--- src/rtl/nt_sig_pkg.sv ---
// Shared types and helpers for the Nt-node signature monitor: FSM state
// encoding, default MISR constants and the MISR next-state function.
package nt_sig_pkg;

  typedef enum logic [1:0] {
    IDLE    = 2'd0,
    ARM     = 2'd1,
    CAPTURE = 2'd2,
    DONE    = 2'd3
  } state_t;

  localparam int unsigned DEF_SIG_W = 16;
  localparam logic [15:0] DEF_POLY  = 16'h8016;
  localparam logic [15:0] DEF_SEED  = 16'h0001;

  // Widest signature the helper supports; callers zero-extend into it.
  localparam int unsigned SIG_MAX = 64;

  // One MISR step on a w-bit signature held in the low bits of a SIG_MAX vector.
  function automatic logic [SIG_MAX-1:0] misr_next(
    input logic [SIG_MAX-1:0] sig,
    input logic [SIG_MAX-1:0] poly,
    input logic [SIG_MAX-1:0] d,
    input int unsigned        w
  );
    logic [SIG_MAX-1:0] mask;
    logic [SIG_MAX-1:0] nxt;
    mask = (w >= SIG_MAX) ? '1 : ((SIG_MAX'(1) << w) - SIG_MAX'(1));
    nxt  = (sig << 1) & mask;
    if (sig[w-1]) nxt = nxt ^ poly;
    return (nxt ^ d) & mask;
  endfunction

endpackage

--- src/rtl/nt_misr.sv ---
// Signature register for the monitor: loads SEED on load, takes one MISR
// step on shift, clears on synchronous active-high reset.
module nt_misr
  import nt_sig_pkg::*;
#(
  parameter int unsigned      SIG_W = DEF_SIG_W,
  parameter logic [SIG_W-1:0] POLY  = SIG_W'(DEF_POLY),
  parameter logic [SIG_W-1:0] SEED  = SIG_W'(DEF_SEED)
) (
  input  logic             clk,
  input  logic             rst,
  input  logic             load,
  input  logic             shift,
  input  logic [SIG_W-1:0] d,
  output logic [SIG_W-1:0] sig
);

  logic [SIG_W-1:0] sig_nxt;

  always_comb begin
    sig_nxt = SIG_W'(misr_next(SIG_MAX'(sig), SIG_MAX'(POLY), SIG_MAX'(d), SIG_W));
  end

  always_ff @(posedge clk) begin
    if (rst)        sig <= '0;
    else if (load)  sig <= SEED;
    else if (shift) sig <= sig_nxt;
  end

endmodule

--- src/rtl/nt_node_signature_monitor.sv ---
// Capture-window monitor: MISR signature, toggle count and rare flag of an
// observed node. Define NT_SIG_SIDE_EN to fold side_in into the signature.
module nt_node_signature_monitor
  import nt_sig_pkg::*;
#(
  parameter int unsigned      SIG_W       = DEF_SIG_W,
  parameter logic [SIG_W-1:0] POLY        = SIG_W'(DEF_POLY),
  parameter logic [SIG_W-1:0] SEED        = SIG_W'(DEF_SEED),
  parameter int unsigned      WINDOW_LEN  = 64,
  parameter int unsigned      RARE_THRESH = 2,
  parameter int unsigned      NSIDE       = 5,
  localparam int unsigned     CNT_W       = $clog2(WINDOW_LEN + 1)
) (
  input  logic             I1470_clk,
  input  logic             I1477_rst,
  input  logic             start,
  input  logic             obs_in,
  input  logic [NSIDE-1:0] side_in,
  output logic             busy,
  output logic             res_valid,
  input  logic             res_ready,
  output logic [SIG_W-1:0] sig_out,
  output logic [CNT_W-1:0] toggle_cnt,
  output logic             rare_flag
);

  state_t           state_q, state_d;
  logic [CNT_W-1:0] wcnt;
  logic [CNT_W-1:0] tog_nxt;
  logic             obs_q;
  logic             rare_q;
  logic             last_cap;
  logic             misr_load, misr_shift;
  logic [SIG_W-1:0] d;

`ifdef NT_SIG_SIDE_EN
  logic [NSIDE:0] d_raw;
  assign d_raw = {side_in, obs_in};
  assign d     = SIG_W'(d_raw);
`else
  logic unused_side;
  assign unused_side = ^side_in;
  assign d           = {{(SIG_W-1){1'b0}}, obs_in};
`endif

  assign last_cap = (wcnt == CNT_W'(WINDOW_LEN - 1));
  assign tog_nxt  = toggle_cnt + CNT_W'(obs_in != obs_q);

  always_comb begin
    state_d    = state_q;
    misr_load  = 1'b0;
    misr_shift = 1'b0;
    case (state_q)
      IDLE:    if (start) state_d = ARM;
      ARM: begin
        misr_load = 1'b1;
        state_d   = CAPTURE;
      end
      CAPTURE: begin
        misr_shift = 1'b1;
        if (last_cap) state_d = DONE;
      end
      DONE:    if (res_ready) state_d = IDLE;
      default: state_d = IDLE;
    endcase
  end

  always_ff @(posedge I1470_clk) begin
    if (I1477_rst) begin
      state_q    <= IDLE;
      toggle_cnt <= '0;
      wcnt       <= '0;
      obs_q      <= 1'b0;
      rare_q     <= 1'b0;
    end else begin
      state_q <= state_d;
      case (state_q)
        ARM: begin
          toggle_cnt <= '0;
          wcnt       <= '0;
          obs_q      <= obs_in;
        end
        CAPTURE: begin
          toggle_cnt <= tog_nxt;
          obs_q      <= obs_in;
          wcnt       <= wcnt + CNT_W'(1);
          // Flag uses the count including this final cycle's toggle.
          if (last_cap) rare_q <= (32'(tog_nxt) <= RARE_THRESH);
        end
        DONE:    if (res_ready) rare_q <= 1'b0;
        default: ;
      endcase
    end
  end

  nt_misr #(
    .SIG_W (SIG_W),
    .POLY  (POLY),
    .SEED  (SEED)
  ) u_misr (
    .clk   (I1470_clk),
    .rst   (I1477_rst),
    .load  (misr_load),
    .shift (misr_shift),
    .d     (d),
    .sig   (sig_out)
  );

  assign busy      = (state_q == ARM) || (state_q == CAPTURE);
  assign res_valid = (state_q == DONE);
  assign rare_flag = rare_q;

endmodule

--- config.mk ---
export PLATFORM = sky130hd
export DESIGN_NAME = nt_node_signature_monitor
export DESIGN_NICKNAME = d
export VERILOG_FILES = /design/src/rtl/nt_sig_pkg.sv /design/src/rtl/nt_misr.sv /design/src/rtl/nt_node_signature_monitor.sv
export SDC_FILE = /design/constraint.sdc
export NUM_CORES = 1
export LEC_CHECK = 0
export ABC_CLOCK_PERIOD_IN_PS = 2540
export BUFFER_PORTS_ARGS = -buffer_cell sky130_fd_sc_hd__buf_2
export CORE_ASPECT_RATIO = 1.25
export CORE_UTILIZATION = 35
export DETAILED_ROUTE_END_ITERATION = 10
export GPL_ROUTABILITY_DRIVEN = 1
export PLACE_DENSITY = 0.53
export SETUP_SLACK_MARGIN = 0.5
export SYNTH_ARGS = -nofsm -noshare
export SYNTH_HDL_FRONTEND = slang
export SYNTH_SLANG_ARGS = --single-unit
--- constraint.sdc ---
create_clock -name I1470_clk -period 2.54 [get_ports I1470_clk]
set_input_delay 0.762 -clock I1470_clk [delete_from_list [all_inputs] [get_ports I1470_clk]]
set_output_delay 0.762 -clock I1470_clk [all_outputs]
set_load 0.1 [all_outputs]
After elaboration in Yosys (flattened, before gate mapping)
Cells that the tools add are included.
{"block": "word_totals", "register_bits": 34, "latchBits": 0, "ram_bits": 0, "romBits": 0, "input_bits": 10, "mem_count": 0}
{"block": "classes", "add_sub_neg": 2, "n_mul": 0, "div": 0, "order_cmp": 1, "n_eq_ne": 8, "n_shift": 0, "mux": 14, "bitwise": 2, "reduce_logical": 9}
{"operator": "$pmux W7 S2", "n": 2}
{"operator": "$mux W16", "n": 1}
{"operator": "$xor A16 B1 Y16", "n": 1}
{"operator": "$pmux W2 S4", "n": 1}
{"operator": "$add A7 B1 Y7", "n": 1}
{"operator": "$add A7 B1 Y7 const B", "n": 1}
{"operator": "$eq A7 B6 Y1 const B", "n": 1}
{"operator": "$le A7 B2 Y1 const B", "n": 1}
{"operator": "$mux W1", "n": 6}
{"operator": "$mux W2", "n": 3}
{"operator": "$reduce_and A3 Y1", "n": 2}
{"operator": "$reduce_bool A2 Y1", "n": 3}
{"operator": "$eq A2 B2 Y1 const B", "n": 2}
{"operator": "$ne A2 B2 Y1 const B", "n": 2}
{"operator": "$not A4 Y4", "n": 1}
{"operator": "$reduce_or A2 Y1", "n": 2}
{"operator": "$eq A2 B1 Y1 const B", "n": 1}
{"operator": "$logic_not A2 Y1", "n": 1}
{"operator": "$ne A2 B1 Y1 const B", "n": 1}
{"operator": "$pmux W1 S2", "n": 1}
{"operator": "$logic_or A1 B1 Y1", "n": 1}
{"operator": "$ne A1 B1 Y1", "n": 1}

Logic depth before layout (Yosys ltp)
{"block": "logic_depth", "depth_word": 5, "mapped_depth": 7}

By module
From an unflattened synthesis, not the netlist that was laid out.
{"block": "hier_totals", "cells_unflattened": 196, "area_unflattened_um2": 1736.7}
{"mod": "nt_node_signature_monitor", "n_inst": 1, "cells_per_inst": 124, "area_per_inst_um2": 980.9}
{"mod": "nt_misr", "n_inst": 1, "cells_per_inst": 72, "area_per_inst_um2": 755.7}

Worst setup path after synthesis
Ideal clock, no wire load.
{"block": "synth_path", "path_kind": "reg-to-reg", "start": "register toggle_cnt[0]", "end": "register toggle_cnt[4]", "arrival_time_ps": 2241, "slack_ps": 171, "stages_incl_launch_ff": 7, "path_buffers": 0, "path_cell_list": "dfxtp_1 -> ha_1 -> ha_1 -> and3_1 -> mux2_1 -> a22oi_1 -> nor2_1"}
{"block": "synth_between", "elab_chain_cells": 2}
{"item": "start: declaration", "line_no": "nt_node_signature_monitor.sv:23", "rtl": "output logic [CNT_W-1:0] toggle_cnt,"}
{"item": "start signal: assignment", "line_no": "nt_node_signature_monitor.sv:84", "rtl": "toggle_cnt <= tog_nxt;"}
{"item": "$add A7 B1 Y7", "line_no": "nt_node_signature_monitor.sv:47", "rtl": "assign tog_nxt = toggle_cnt + CNT_W'(obs_in != obs_q);"}
{"item": "$pmux W7 S2", "line_no": "nt_node_signature_monitor.sv:77", "rtl": "case (state_q)"}
Every way passes these cells.
A chain may end at the register's enable or synchronous reset.

Worst setup path after layout
{"block": "layout_path", "start": "register state_q[0]", "end": "output port busy"}
{"block": "layout_between", "elab_chain_cells": 2, "word_cells_on_any_way": 3, "classes_between": "2 x eq/ne; 1 x reduce/logical"}
{"item": "start: declaration", "line_no": "nt_node_signature_monitor.sv:27", "rtl": "state_t state_q, state_d;"}
{"item": "start signal: assignment", "line_no": "nt_node_signature_monitor.sv:76", "rtl": "state_q <= state_d;"}
{"item": "$eq A2 B1 Y1 or $eq A2 B2 Y1 (tied branches)", "line_no": "nt_node_signature_monitor.sv:109", "rtl": "assign busy = (state_q == ARM) || (state_q == CAPTURE);"}
{"item": "$logic_or A1 B1 Y1 (*)", "line_no": "nt_node_signature_monitor.sv:109"}
{"item": "end: declaration", "line_no": "nt_node_signature_monitor.sv:19", "rtl": "output logic busy,"}
Every way passes the cells marked *; elsewhere a longest branch is shown, timed or not.

==> impl_results.md <==
* Initial antenna violation count at 0
* Syn Inst Count at 196
* Mapped Area at 1690 um^2
* RSZ-0062 raised after global routing: true
* Area grow syn2layout at 18.3%
* Post-DRT Antenna Nets at 0
* F_max at 0.499 GHz
* Post-Syn Area per Cell at 8.62 um^2
* Worst-margin pin slew at 501 ps
* CTS buffer count at 5
* Worst-path clk slew at 70 ps
* Most frequent cell after synthesis: dfxtp_1
* Final Max Tran Viols at 0
* Synth top cells by count: dfxtp_1, nor2_1, a21oi_1, mux2i_1, nand2_1
* Setup CP Type: flip-flop to output port
* Inst Count DP at 265
* Largest net degree at the start of global routing at 29
* GPL Wtd Cong at 0.740
* Wire per inst at 12.9 um
* CTS tree: built
* Kind of capture point of the worst setup path: output port
* Fillers at 476
* Max-cap violations at 0
* CP startpoint kind: flip-flop
* Storage element area at 684 um^2
* Area leader, netlist: dfxtp_1
* Outcome: finished clean
* CORE AREA at 4530 um^2
* Clock Sinks at 34
* Sw Ratio at 0.447
* Top_reg_cell synth: dfxtp_1
* WP data arrival at 1240 ps
* Clock period minus worst slack at 2000 ps
* # H-tree levels at 2
* Syn_nets at 213
* DIE WIDTH at 64.2 um
* Die H at 79.7 um
* Slew headroom at 0.666
* Total grt overflow at 0
* Post-synthesis sequential area ratio at 0.403
* Post CTS Setup Buffer Count at 0
* Area occupied by multi-input gates at 923 um^2
* Final wirelength at 3.52 mm
* Post-synth top area share at 0.403
* Fraction of registers with async set/reset at 0
* DRT iter0 DRCs at 47
* Setup-failing EPs final at 0
* Clk pwr share at 0.208
* Die Footprint at 5110 um^2
* # IOs at 36
* Crit share post-route at 0.789
* Cell variety after synth at 41
* Port Buffers at 30
* Clk Tree Root Cell: clkbuf_8
* Synth warnings at 0
* Vias in the first global route at 1386
* Logic gate share of total power at 0.479
* Final std cells w/o fill at 273
* Top cells by area, synth: dfxtp_1, mux2i_1, nor2_1, ha_1, buf_4
* Pwr/cell area at 997 nW/um^2
* Internal Power at 1100 uW
* Share of cells above drive strength 1 at 0.260
* Setup TNS at 0 ps
* Lkg Pwr at 0.000777 uW
* Flop pwr share at 0.313
* CP max FO at 3
* Net count reported at finish at 231
* Tot GR Track Use at 0.157
* Drt first pass iters at 4
* Critical path required time at 1780 ps
* NetSw at 891 uW
* Yosys reg bits at 34
* DRC Markers at 0
* Vias at 1372
* Max VDD drop at 0.750 mV
* Endpoints failing hold at 0
* Placement row count at 27
* Vias/cell at 5.03
* First-pass GRT wire length at 6.20 mm
* Post-synth EDFFs at 0
* Antenna cells at 0
* Worst Clk Skew at 7.15 ps
* Max Root-Sink Buffers at 2
* Hold Path Class: flip-flop to flip-flop
* Worst-Skew Late Latency at 280 ps
* Starting Density at 0.373
* Post-DP HPWL at 2.43 mm
==> logic make-up after synthesis <==
kind of cell	count (synthesis)	synth area share
compound gates	33	0.125
xor+xnor	9	0.0466
fa+ha+maj	7	0.0518
buf+inv	27	0.0873
flops	34	0.403
mux	13	0.0777
simple gates	73	0.209
==> final timing paths <==
check | cells after the start | start | slack [ps] | to
setup / recovery | 3 | state_q[0] | 540 | busy
hold / removal | 2 | wcnt[1] | 480 | wcnt[1]
setup reg to reg | 8 | state_q[0] | 730 | toggle_cnt[5]
hold reg to reg | 2 | wcnt[1] | 480 | wcnt[1]
==> per-stage QoR <==
stage / power [uW] / area, um^2 / hold WS [ps] / setup slack (ps) / utilization
2_1_floorplan: 1340 / 1700 / 458 / 359 / -
3_3_place_gp: 1490 / 1820 / 462 / 148 / 0.401
3_5_place_dp: 1500 / 1820 / 468 / 138 / 0.401
4_1_cts: 1950 / 1930 / 480 / 412 / 0.426
5_1_grt: 2120 / 2000 / 512 / 477 / 0.442
6_report: 1990 / 2000 / 482 / 537 / 0.442
==> critical path: stages (launching register included) <==
cell,delay [ps]
dfxtp_1,360
inv_1,110
ha_4,310
buf_12,170
==> layer usage <==
metal / share of wire / global-route usage / wire (um)
met5: 0 / 0 / 0
met4: 0.010 / 0.0733 / 36
met3: 0.041 / 0.0457 / 143
met2: 0.49 / 0.273 / 1720
met1: 0.46 / 0.174 / 1620
==> area by class of cell <==
| cell class | instances | share of cell area |
|---|---|---|
| multi-input combinational | 135 | 0.462 |
| sequential | 34 | 0.342 |
| timing repair buffer | 34 | 0.105 |
| clock buffer | 6 | 0.0413 |
| tap | 58 | 0.0363 |
| inverter | 4 | 0.00751 |
| clock inverter | 2 | 0.00626 |
==> timing repair <==
item,CTS,global route
hold buffers,0,0
setup endpoints to repair,3,8
pin swaps,1,1
resized for setup,5,15
==> cells in the final DEF, fill, tap and decap left out, drive strengths merged, types with 2 or more instances in the layout <==
cell type	count
a211oi	6
a21oi	13
a31oi	2
buf	32
clkbuf	8
clkinv	2
dfxtp	34
ha	7
inv	3
mux2i	12
nand2	12
nand2b	3
nand3	7
nand4	4
nor2	28
nor2b	3
nor3	4
nor4	3
o21a	2
o21ai	5
or3	2
xnor2	3
xor2	6
==> power by group through the flow <==
stage,clock (uW),sequential (uW),combinational [uW]
floorplan,0,730,608
global placement,0,630,864
detailed placement,0,632,865
CTS,431,622,892
global route,460,631,1030
finish,414,624,955
==> sequential cells by signal, summed over array words and instances, names as in the netlist <==
name and flops:
obs_q 1, rare_flag 1, state_q 2, toggle_cnt 7, u_misr.sig 16, wcnt 7
No activity file was read; power rests on OpenSTA's default activity.
